[src/rtl/fhe_op_sequencer.sv]
// Queues homomorphic operations from the host and issues them one at a time to the cpu op port,
// with a writeback settle cycle after each completion and a sticky completion-timeout error.
module fhe_op_sequencer #(
    parameter int DEPTH       = 4,
    parameter int TIMEOUT_CYC = 500,
    parameter int CNT_W       = 16,
    localparam int OP_W       = 34,
    localparam int LVL_W      = $clog2(DEPTH) + 1
) (
    input  logic             clk,
    input  logic             reset,
    input  logic             in_valid,
    input  logic [OP_W-1:0]  in_op,
    output logic             in_ready,
    input  logic             flush,
    input  logic             clear_err,
    output logic [OP_W-1:0]  cpu_op,
    input  logic             cpu_done,
    output logic             busy,
    output logic             err,
    output logic [CNT_W-1:0] retired,
    output logic [LVL_W-1:0] level
);

    localparam int PTR_W = $clog2(DEPTH);
    localparam int TMR_W = (TIMEOUT_CYC > 1) ? $clog2(TIMEOUT_CYC) : 1;
    localparam logic [3:0] NO_OP = 4'd0;

    typedef struct packed {
        logic [3:0] mode;
        logic [4:0] idx1_a;
        logic [4:0] idx1_b;
        logic [4:0] idx2_a;
        logic [4:0] idx2_b;
        logic [4:0] out_a;
        logic [4:0] out_b;
    } operation;

    typedef enum logic [2:0] {
        IDLE,
        ISSUE,
        WAIT,
        SETTLE,
        ERR
    } state_t;

    state_t           state;
    operation         mem [DEPTH];
    operation         head;
    operation         op_reg;
    logic [PTR_W-1:0] wr_ptr;
    logic [PTR_W-1:0] rd_ptr;
    logic             head_vld;
    logic             push;
    logic             pop;
    logic [TMR_W-1:0] timer;

    assign head     = mem[rd_ptr];
    assign in_ready = (level < LVL_W'(DEPTH));
    assign push     = in_valid && in_ready && !flush;
    assign pop      = (state == IDLE) && head_vld && !flush;
    assign busy     = (state != IDLE) || (level != '0);
    assign cpu_op   = op_reg;

    always_ff @(posedge clk) begin
        if (push) begin
            mem[wr_ptr] <= operation'(in_op);
        end
    end

    // Stage boundary: FIFO bookkeeping. head_vld qualifies the head one cycle after it lands,
    // so an op written at edge N is popped at edge N+2 and a popped slot is never re-read stale.
    always_ff @(posedge clk or negedge reset) begin
        if (!reset) begin
            wr_ptr   <= '0;
            rd_ptr   <= '0;
            level    <= '0;
            head_vld <= 1'b0;
        end else if (flush) begin
            wr_ptr   <= '0;
            rd_ptr   <= '0;
            level    <= '0;
            head_vld <= 1'b0;
        end else begin
            if (push) begin
                wr_ptr <= wr_ptr + PTR_W'(1);
            end
            if (pop) begin
                rd_ptr <= rd_ptr + PTR_W'(1);
            end
            case ({push, pop})
                2'b10:   level <= level + LVL_W'(1);
                2'b01:   level <= level - LVL_W'(1);
                default: level <= level;
            endcase
            head_vld <= !pop && (level != '0);
        end
    end

    // Stage boundary: issue FSM. NO_OP heads are popped in IDLE and silently discarded.
    always_ff @(posedge clk or negedge reset) begin
        if (!reset) begin
            state   <= IDLE;
            op_reg  <= '0;
            err     <= 1'b0;
            retired <= '0;
            timer   <= '0;
        end else begin
            case (state)
                IDLE: begin
                    if (pop && (head.mode != NO_OP)) begin
                        op_reg <= head;
                        state  <= ISSUE;
                    end
                end
                ISSUE: begin
                    // A done seen here belongs to the previous op and is deliberately ignored.
                    op_reg.mode <= NO_OP;
                    timer       <= '0;
                    state       <= WAIT;
                end
                WAIT: begin
                    if (cpu_done) begin
                        state <= SETTLE;
                    end else if (timer == TMR_W'(TIMEOUT_CYC - 1)) begin
                        err   <= 1'b1;
                        state <= ERR;
                    end else begin
                        timer <= timer + TMR_W'(1);
                    end
                end
                SETTLE: begin
                    retired <= retired + CNT_W'(1);
                    state   <= IDLE;
                end
                ERR: begin
                    if (clear_err) begin
                        err   <= 1'b0;
                        state <= IDLE;
                    end
                end
                default: state <= IDLE;
            endcase
        end
    end

endmodule
[config.mk]
export PLATFORM = sky130hd
export DESIGN_NAME = fhe_op_sequencer
export DESIGN_NICKNAME = d
export VERILOG_FILES = /design/src/rtl/fhe_op_sequencer.sv
export SDC_FILE = /design/constraint.sdc
export NUM_CORES = 1
export LEC_CHECK = 0
export BUFFER_PORTS_ARGS = -buffer_cell sky130_fd_sc_hd__buf_2
export CELL_PAD_IN_SITES_DETAIL_PLACEMENT = 0
export CELL_PAD_IN_SITES_GLOBAL_PLACEMENT = 1
export CORE_AREA = 2 2 138 140
export CTS_BUF_LIST = sky130_fd_sc_hd__clkbuf_16
export DETAILED_ROUTE_END_ITERATION = 10
export DIE_AREA = 0 0 140 142
export PLACE_DENSITY_LB_ADDON = 0.1
export SYNTH_ARGS = -nofsm -noshare
export SYNTH_HDL_FRONTEND = slang
export SYNTH_SLANG_ARGS = --single-unit
[constraint.sdc]
create_clock -name clk -period 2.2 [get_ports clk]
set_input_delay 0.55 -clock clk [delete_from_list [all_inputs] [get_ports clk]]
set_output_delay 0.55 -clock clk [all_outputs]
set_load 0.01 [all_outputs]
==> run metrics, run 1 <==
Worst VDD drop about 0.00065 V; fin crit period a little over 2 ns; initial antenna violation count 1; final wirelength roughly 15000 um; pin count of the biggest net entering global routing 34; R2R depth 5; Starting Density 0.441; vias in the first global route about 4400; die area 19900 um2; H-tree levels 1; r2r endpoint cpu_op[23]$_DFFE_PN0P_; reg2reg start rd_ptr[0]$_DFFE_PN0P_; sequential fraction of the synthesis area 0.721; post-layout util 0.536; Fmax achieved ~480 MHz; fillcell total 1500; failing checks design-rule violations; all-layer global routing usage 0.156; GRT overflow 0; IO buf count 95; ant diodes 0; TNS Setup 0 ns; Setup Crit Path Kind flip-flop to flip-flop; first-pass GRT wire length approximately 24000 um; Mapped Area around 8000 um2; R2R Setup Slk around 0.12 ns; clock root buffer clkbuf_16; DR pass1 iterations 9; # DRC 4; core footprint between 15000 and 20000 um2; Post-Syn Instances 434; max cap viols 0; Hold Crit Depth 1; routed vias/inst 5.13; fin crit share 0.943; clock transition at the registers of the reported paths ~0.06 ns; Setup Skew around 0.015 ns; HPWL Detailed roughly 9500 um; Final Max Slew Viols 0; Worst Path Max Fanout 20; Worst EP required roughly 2.6 ns; WHS Endpoint mem[3][26]$_DFFE_PP_; setup violators final 0; ranking of synthesized cells by area edfxtp_1 50%, dfrtp_1 22%, mux4_2 9.4%; Worst Setup End Kind flip-flop; Power Dens Cells around 1200 nW/um2; Row Count 50; Yosys Warn Count 0; register area just under 6000 um2; Synth top area share 0.502; Yosys cell types between 40 and 50; Synth Net Count 481; Die Y 142 um; outcome finished with violations; die width between 100 and 150 um; Arr. time, crit path 2.48 ns; pre-CTS WS 0.106 ns; Hold Path Class input pin to flip-flop; Final #Nets 611; I/O Pins 96; area of the multi-input gates 2170 um2; GPL Wtd Cong 0.757; Lkg Pwr 3.84 nW; CTS tree done; Yosys reg bits 207; Worst slew margin 0.544; Clock Latency Late Sink approximately 0.52 ns; 1st-iter DRT viols between 150 and 200; routed length per instance ~19 um; postcts setup bufs 0; Avg Synthesized Cell Area approximately 19 um2; share of cells above drive strength 1 0.406; CTS sink count 207; Yosys top cell by area edfxtp_1; RSZ-0062 raised after global routing no; total CTS buffers 23; HP Start in_op[26]; ANT nets after route 0; final worst setup slack approximately 0.12 ns; buffer depth of the longest clock path 3; Least-Margin Pin Slew 0.677 ns; synth-to-layout area growth 21.7%; Worst Setup Start Kind flip-flop; DR vias about 4200; Final Hold Viols 0
==> cells in the final DEF, fill, tap and decap left out, types with 10 or more instances in the layout <==
cell type    n
clkbuf_16   24
buf_12      10
nand2_1     20
o21ai_0     10
buf_4       16
edfxtp_1   136
nor2_1      18
dfrtp_1     68
mux2_4      26
xnor2_1     18
buf_2       94
mux4_2      34
==> report_power, final <==
part / switching [W] / internal, W
Sequential: 0.000409 / 0.00478
Clock: 0.00152 / 0.00222
Combinational: 0.00118 / 0.00140
==> cell families (layout without fill, tap and decap cells) <==
family,count (synthesis),after routing,synth area share
xor+xnor,27,27,0.0291
fa+ha+maj,7,7,0.0117
compound gates,19,19,0.0132
flops,207,207,0.721
buf+inv,21,168,0.0135
simple gates,85,85,0.0589
mux,68,68,0.153
==> how the worst max path moves through the flow <==
stage,start,endpoint,slack (ns),depth (start not counted)
floorplan,flush,mem[0][0]$_DFFE_PP_,0.04,3
global placement,rd_ptr[0]$_DFFE_PN0P_,cpu_op[23]$_DFFE_PN0P_,0.15,5
detailed placement,rd_ptr[0]$_DFFE_PN0P_,cpu_op[22]$_DFFE_PN0P_,0.11,5
CTS,state[2]$_DFFE_PN0P_,busy,0.11,4
global route,level[0]$_DFFE_PN0P_,busy,0.04,3
finish,rd_ptr[0]$_DFFE_PN0P_,cpu_op[23]$_DFFE_PN0P_,0.12,5
==> routing by layer <==
metal | vias up | share of wire | global-route usage
li1 | 1924 | - | -
met1 | 2130 | 0.45 | 0.208
met2 | 93 | 0.48 | 0.265
met3 | 31 | 0.051 | 0.0367
met4 | 2 | 0.022 | 0.0362
met5 | - | 0.00085 | 0
==> synth_stat cells (all sizes together) <==
library cell	count
o32a	1
and4	1
mux4	34
mux2i	2
nor4b	2
nand3	6
edfxtp	136
nand4b	2
nor3	7
nand2b	2
nor3b	2
nand4bb	1
or3b	2
clkbuf	9
nor2b	2
and2	4
or4b	1
o21ai	10
nor2	19
and3	5
ha	6
nor4	2
buf	7
mux2	32
xor2	9
a211oi	2
o211ai	1
nand3b	1
xnor2	18
a21oi	5
dfrtp	71
fa	1
nand4	6
inv	5
nand2	20
==> metrics by stage <==
stage	total power (W)	cells	hold WS, ns	instance area (um2)
floorplan	0.00689	434	0.254	8130
global placement	0.00783	772	0.454	9130
detailed placement	0.00789	772	0.458	9130
CTS	0.0117	815	0.223	9890
global route	0.0121	815	0.227	9900
finish	0.0115	815	0.242	9900
==> registers in the layout (all words and copies together) (netlist names) <==
signal / flops
cpu_op: 34
wr_ptr: 2
err: 1
mem: 136
timer: 9
retired: 16
head_vld: 1
rd_ptr: 2
level: 3
state: 3
==> worst max-delay path, cell delays in order, from the launching register on <==
cell and delay (ns):
dfrtp_2 0.45, mux4_2 0.57, nor4_4 0.38, nor2_4 0.08
buf_12 0.17, mux2_4 0.30
==> what timing repair did <==
item | CTS | global route
resized for setup | 0 | 2
hold endpoints to repair | 6 | 0
hold buffers | 1 | 0
setup endpoints to repair | 0 | 1
==> area by class of cell <==
cell class,instances,area share
Clock buffer,24,0.0607
Clock inverter,18,0.0148
Inverter,5,0.00190
Multi-Input combinational cell,206,0.219
Sequential cell,207,0.593
Tap cell,234,0.0296
Timing Repair Buffer,121,0.0809
Power figures use the tool's default switching activity.
==> inputs of run 2 (changes only) <==
CORE_AREA = 5 5 130 132   (was 2 2 138 140)
DIE_AREA = 0 0 135 137   (was 0 0 140 142)
clock period = 2.4 ns   (was 2.2 ns; I/O delays follow)
==> run metrics, run 2 (synthesis results as in run 1) <==
CP delay by family, top multiplexers; Arr. time, crit path 2.53 ns; Final #Nets between 600 and 700; fin crit period approximately 2.1 ns; Bufs and invs on worst path 1; ant diodes 0; Die Y 137 um; commonest non-fill, non-tap cell in the layout edfxtp_1; GRT overflow 0; Final Max Slew Viols 0; vias in the first global route 4391; most frequent cells in the layout 136 x edfxtp_1, 94 x buf_2, 69 x dfrtp_1, 34 x mux4_2, 26 x mux2_4; CTS sink count about 210; Power Dens Cells 1090 nW/um2; clock transition at the registers of the reported paths 0.06 ns; DR vias ~4200; Least-Margin Pin Slew around 0.57 ns; core footprint approximately 16000 um2; CTS tree done; die area 18500 um2; I/O Pins 96; postcts setup bufs 0; first-pass GRT wire length ~24000 um; final wirelength ~15000 um; routed length per instance approximately 19 um; Worst VDD drop just over 0.0008 V; max cap viols 0; setup violators final 0; Row Count 46; Final Hold Viols 0; clock root buffer clkbuf_16; Hold Slack 0.0909 ns; DR pass1 iterations 4; Clock Latency Late Sink 0.51 ns; Worst slew margin 0.615; IO buf count 95; TNS Setup 0 ns; RSZ-0062 raised after global routing no; Worst EP required around 2.8 ns; # DRC 0; fin crit share 0.891; initial antenna violation count 0; Hold Path Class input pin to asynchronous set/reset pin; ANT nets after route 0; GPL Wtd Cong a little under 0.8; Hold Buf Count CTS 0; crit path cell chain mux4_2 > nor4_4 > nor2_4 > buf_12 > mux2_4; Worst Path Max Fanout 34; Max stage delay cell, worst path mux4_2; pin count of the biggest net entering global routing 40; Worst Setup End Kind flip-flop; Resize count post-CTS 0; Setup Skew slightly below 0.01 ns; 1st-iter DRT viols ~180; die width approximately 140 um; critical path's largest stage delay about 0.57 ns; Fmax achieved approximately 470 MHz; Lkg Pwr roughly 3.8 nW; Setup Crit Path Kind flip-flop to flip-flop; HPWL Detailed 9460 um; all-layer global routing usage 0.167; H-tree levels 1; max reg flops about 140; routed vias/inst about 5.2; synth-to-layout area growth 20.7%; buffer depth of the longest clock path 3; Starting Density 0.521; outcome completed; total CTS buffers 22; Worst Setup Start Kind flip-flop; share of cells above drive strength 1 0.402; Largest Register mem
## run 2: changes by cell type in the layout (fill, tap and decap cells not counted), moves of 2 or more
cell       previous run  this run
buf_12               10         4
buf_4                16        19
bufinv_16             2         5
clkinv_2              8         5
inv_1                 9         7
## run 2: final timing paths
kind | to | slack (ns) | from | depth (start not counted)
min in group clk | mem[3][14]$_DFFE_PP_ | 0.30 | in_op[14] | 1
max reg2reg | cpu_op[13]$_DFFE_PN0P_ | 0.26 | rd_ptr[0]$_DFFE_PN0P_ | 5
max | cpu_op[13]$_DFFE_PN0P_ | 0.26 | rd_ptr[0]$_DFFE_PN0P_ | 5
max in group asynchronous | timer[6]$_DFFE_PN0P_ | 1.73 | reset | 2
min | timer[7]$_DFFE_PN0P_ | 0.09 | reset | 1
min reg2reg | retired[15]$_DFFE_PN0N_ | 0.46 | retired[15]$_DFFE_PN0N_ | 1
## run 2: per-stage QoR
step | setup slack (ns) | area [um2] | util | cells | power [W]
2_1_floorplan | 0.192 | 8130 | - | 434 | 0.00632
3_3_place_gp | 0.314 | 9010 | 0.578 | 751 | 0.00712
3_5_place_dp | 0.250 | 9010 | 0.578 | 751 | 0.00719
4_1_cts | 0.237 | 9820 | 0.630 | 791 | 0.0109
5_1_grt | 0.189 | 9820 | 0.630 | 791 | 0.0113
6_report | 0.261 | 9820 | 0.630 | 791 | 0.0107
## run 2: layer usage
| layer | track usage | part of all wire | up-vias | routed length (um) |
|---|---|---|---|---|
| met5 | 0 | 0 | - | 0 |
| met4 | 0.0420 | 0.016 | 0 | 235 |
| met3 | 0.0338 | 0.049 | 23 | 718 |
| met2 | 0.275 | 0.49 | 95 | 7230 |
| met1 | 0.231 | 0.44 | 2110 | 6510 |
| li1 | - | - | 1924 | - |
## run 2: cell type report
cell class	count	area [um2]
Multi-Input combinational cell	206	2170
Clock inverter	17	231
Timing Repair Buffer	117	693
Tap cell	216	270
Clock buffer	23	576
Inverter	5	18.8
Fill cell	1157	5780
Sequential cell	207	5860
## run 2: where the power goes
part	internal, W	switching [W]
logic	0.00124	0.00104
clock network	0.00229	0.00135
registers	0.00438	0.000406
==> inputs of run 3 (changes only) <==
CAP_MARGIN = 5   (was unset)
CORE_AREA = 4 4 129 131   (was 5 5 130 132)
DIE_AREA = 0 0 133 135   (was 0 0 135 137)
==> run metrics, run 3 (synthesis results as in run 1) <==
initial antenna violation count 1; buffer depth of the longest clock path 3; Setup Crit Path Kind flip-flop to primary output; Hold Slack 0.312 ns; total CTS buffers 21; clock transition at the registers of the reported paths 0.06 ns; Hold Path Class input pin to flip-flop; R2R Setup Slk between 0.3 and 0.4 ns; Worst EP required between 1.5 and 2 ns; CP Depth 3; Largest Register mem; Final Max Slew Viols 0; clock root buffer clkbuf_16; GRT overflow 0; Worst Path Max Fanout 6; DR pass1 iterations 4; most frequent cells in the layout 136 x edfxtp_1, 94 x buf_2, 69 x dfrtp_1, 34 x mux4_2, 26 x mux2_4; 1st-iter DRT viols ~170; Setup Skew roughly 0.020 ns; IO buf count 95; crit path cell chain nor3_1 > nand2_1 > buf_2; Least-Margin Pin Slew between 0.6 and 0.7 ns; I/O Pins between 90 and 100; R2R depth 5; ant diodes 0; ANT nets after route 0; Starting Density 0.521; first-pass GRT wire length roughly 24000 um; commonest non-fill, non-tap cell in the layout edfxtp_1; Worst VDD drop 0.000671 V; Final Hold Viols 0; TNS Setup 0 ns; fin crit period around 2.1 ns; Row Count 46; max reg flops roughly 140; HPWL Detailed a little over 9000 um; Bufs and invs on worst path 1; share of cells above drive strength 1 0.387; Lkg Pwr 3.75 nW; setup violators final 0; Arr. time, crit path between 1 and 1.5 ns; postcts setup bufs 0; fillcell total between 1000 and 1500; core footprint about 16000 um2; RSZ-0062 raised after global routing no; Final #Nets ~600; die width 133 um; CTS sink count 207; all-layer global routing usage 0.169; vias in the first global route 4451; final wirelength roughly 15000 um; Worst Setup Start Kind flip-flop; Max stage delay cell, worst path dfrtp_1; DR vias around 4200; CP delay by family, top flip-flops; fin crit share 0.865; Clock Latency Late Sink approximately 0.50 ns; CTS tree done; Worst Setup End Kind primary output; Die Y around 140 um; # DRC 0; Fmax achieved roughly 480 MHz; Hold Crit Depth 1; GPL Wtd Cong between 0.7 and 0.8; routed vias/inst ~5.3; Worst slew margin 0.558; Power Dens Cells ~1000 nW/um2; outcome completed; max cap viols 0; critical path's largest stage delay 0.43 ns; H-tree levels 1; die area 18000 um2; pin count of the biggest net entering global routing 51; synth-to-layout area growth 19.3%; routed length per instance 18.7 um
[run 3: changes by cell type in the layout (fill, tap and decap cells not counted)]
cell	before	now
clkinv_1	3	6
dlygate4sd3_1	0	1
clkinv_16	1	0
inv_1	7	8
buf_4	19	10
buf_12	4	8
inv_6	0	1
clkinv_2	5	3
inv_2	0	1
clkinvlp_4	1	0
bufinv_16	5	1
[run 3: final timing paths]
path / end / from
max in group asynchronous: rd_ptr[0]$_DFFE_PN0P_ / reset
worst max-delay path: busy / level[2]$_DFFE_PN0P_
worst max register to register: cpu_op[6]$_DFFE_PN0P_ / rd_ptr[0]$_DFFE_PN0P_
min in group asynchronous: cpu_op[12]$_DFFE_PN0P_ / reset
worst min-delay path: mem[3][16]$_DFFE_PP_ / in_op[16]
worst min register to register: retired[15]$_DFFE_PN0N_ / retired[15]$_DFFE_PN0N_
[run 3: timing repair]
item | in CTS | in global routing
resized for setup | 0 | 0
hold buffers | 1 | 0
endpoints found under the hold margin | 7 | 0
[run 3: area by class of cell]
cell class,count,area (um2),share of cell area
sequential,207,5860,0.604
multi-input combinational,206,2170,0.223
timing repair buffer,113,716,0.0738
clock buffer,23,576,0.0593
tap,216,270,0.0279
clock inverter,15,91.3,0.00941
inverter,5,18.8,0.00193
[run 3: per-stage QoR]
step | util | cell area, um2 | total power, W | instances | setup slack (ns)
detailed placement | 0.579 | 9020 | 0.00715 | 746 | 0.325
global placement | 0.579 | 9020 | 0.00708 | 746 | 0.366
global route | 0.622 | 9700 | 0.0107 | 785 | 0.228
CTS | 0.622 | 9700 | 0.0103 | 785 | 0.287
floorplan | - | 8130 | 0.00632 | 434 | 0.192
finish | 0.622 | 9700 | 0.0101 | 785 | 0.325
[run 3: power breakdown]
part           switching [W]  total (W)  internal, W  leakage (nW)
registers           0.000414    0.00479      0.00438          2.15
clock network        0.00129    0.00311      0.00183         0.343
logic                0.00102    0.00224      0.00123          1.25
[run 3: metal layers]
metal  share of wire  GRT usage  up-vias  wire length (um)
met5         0.00048          0        -                 7
met3           0.055     0.0414       25               814
met2            0.50      0.283      102              7380
met4           0.017     0.0375        2               257
met1            0.43      0.227     2130              6260
li1                -          -     1909                 -
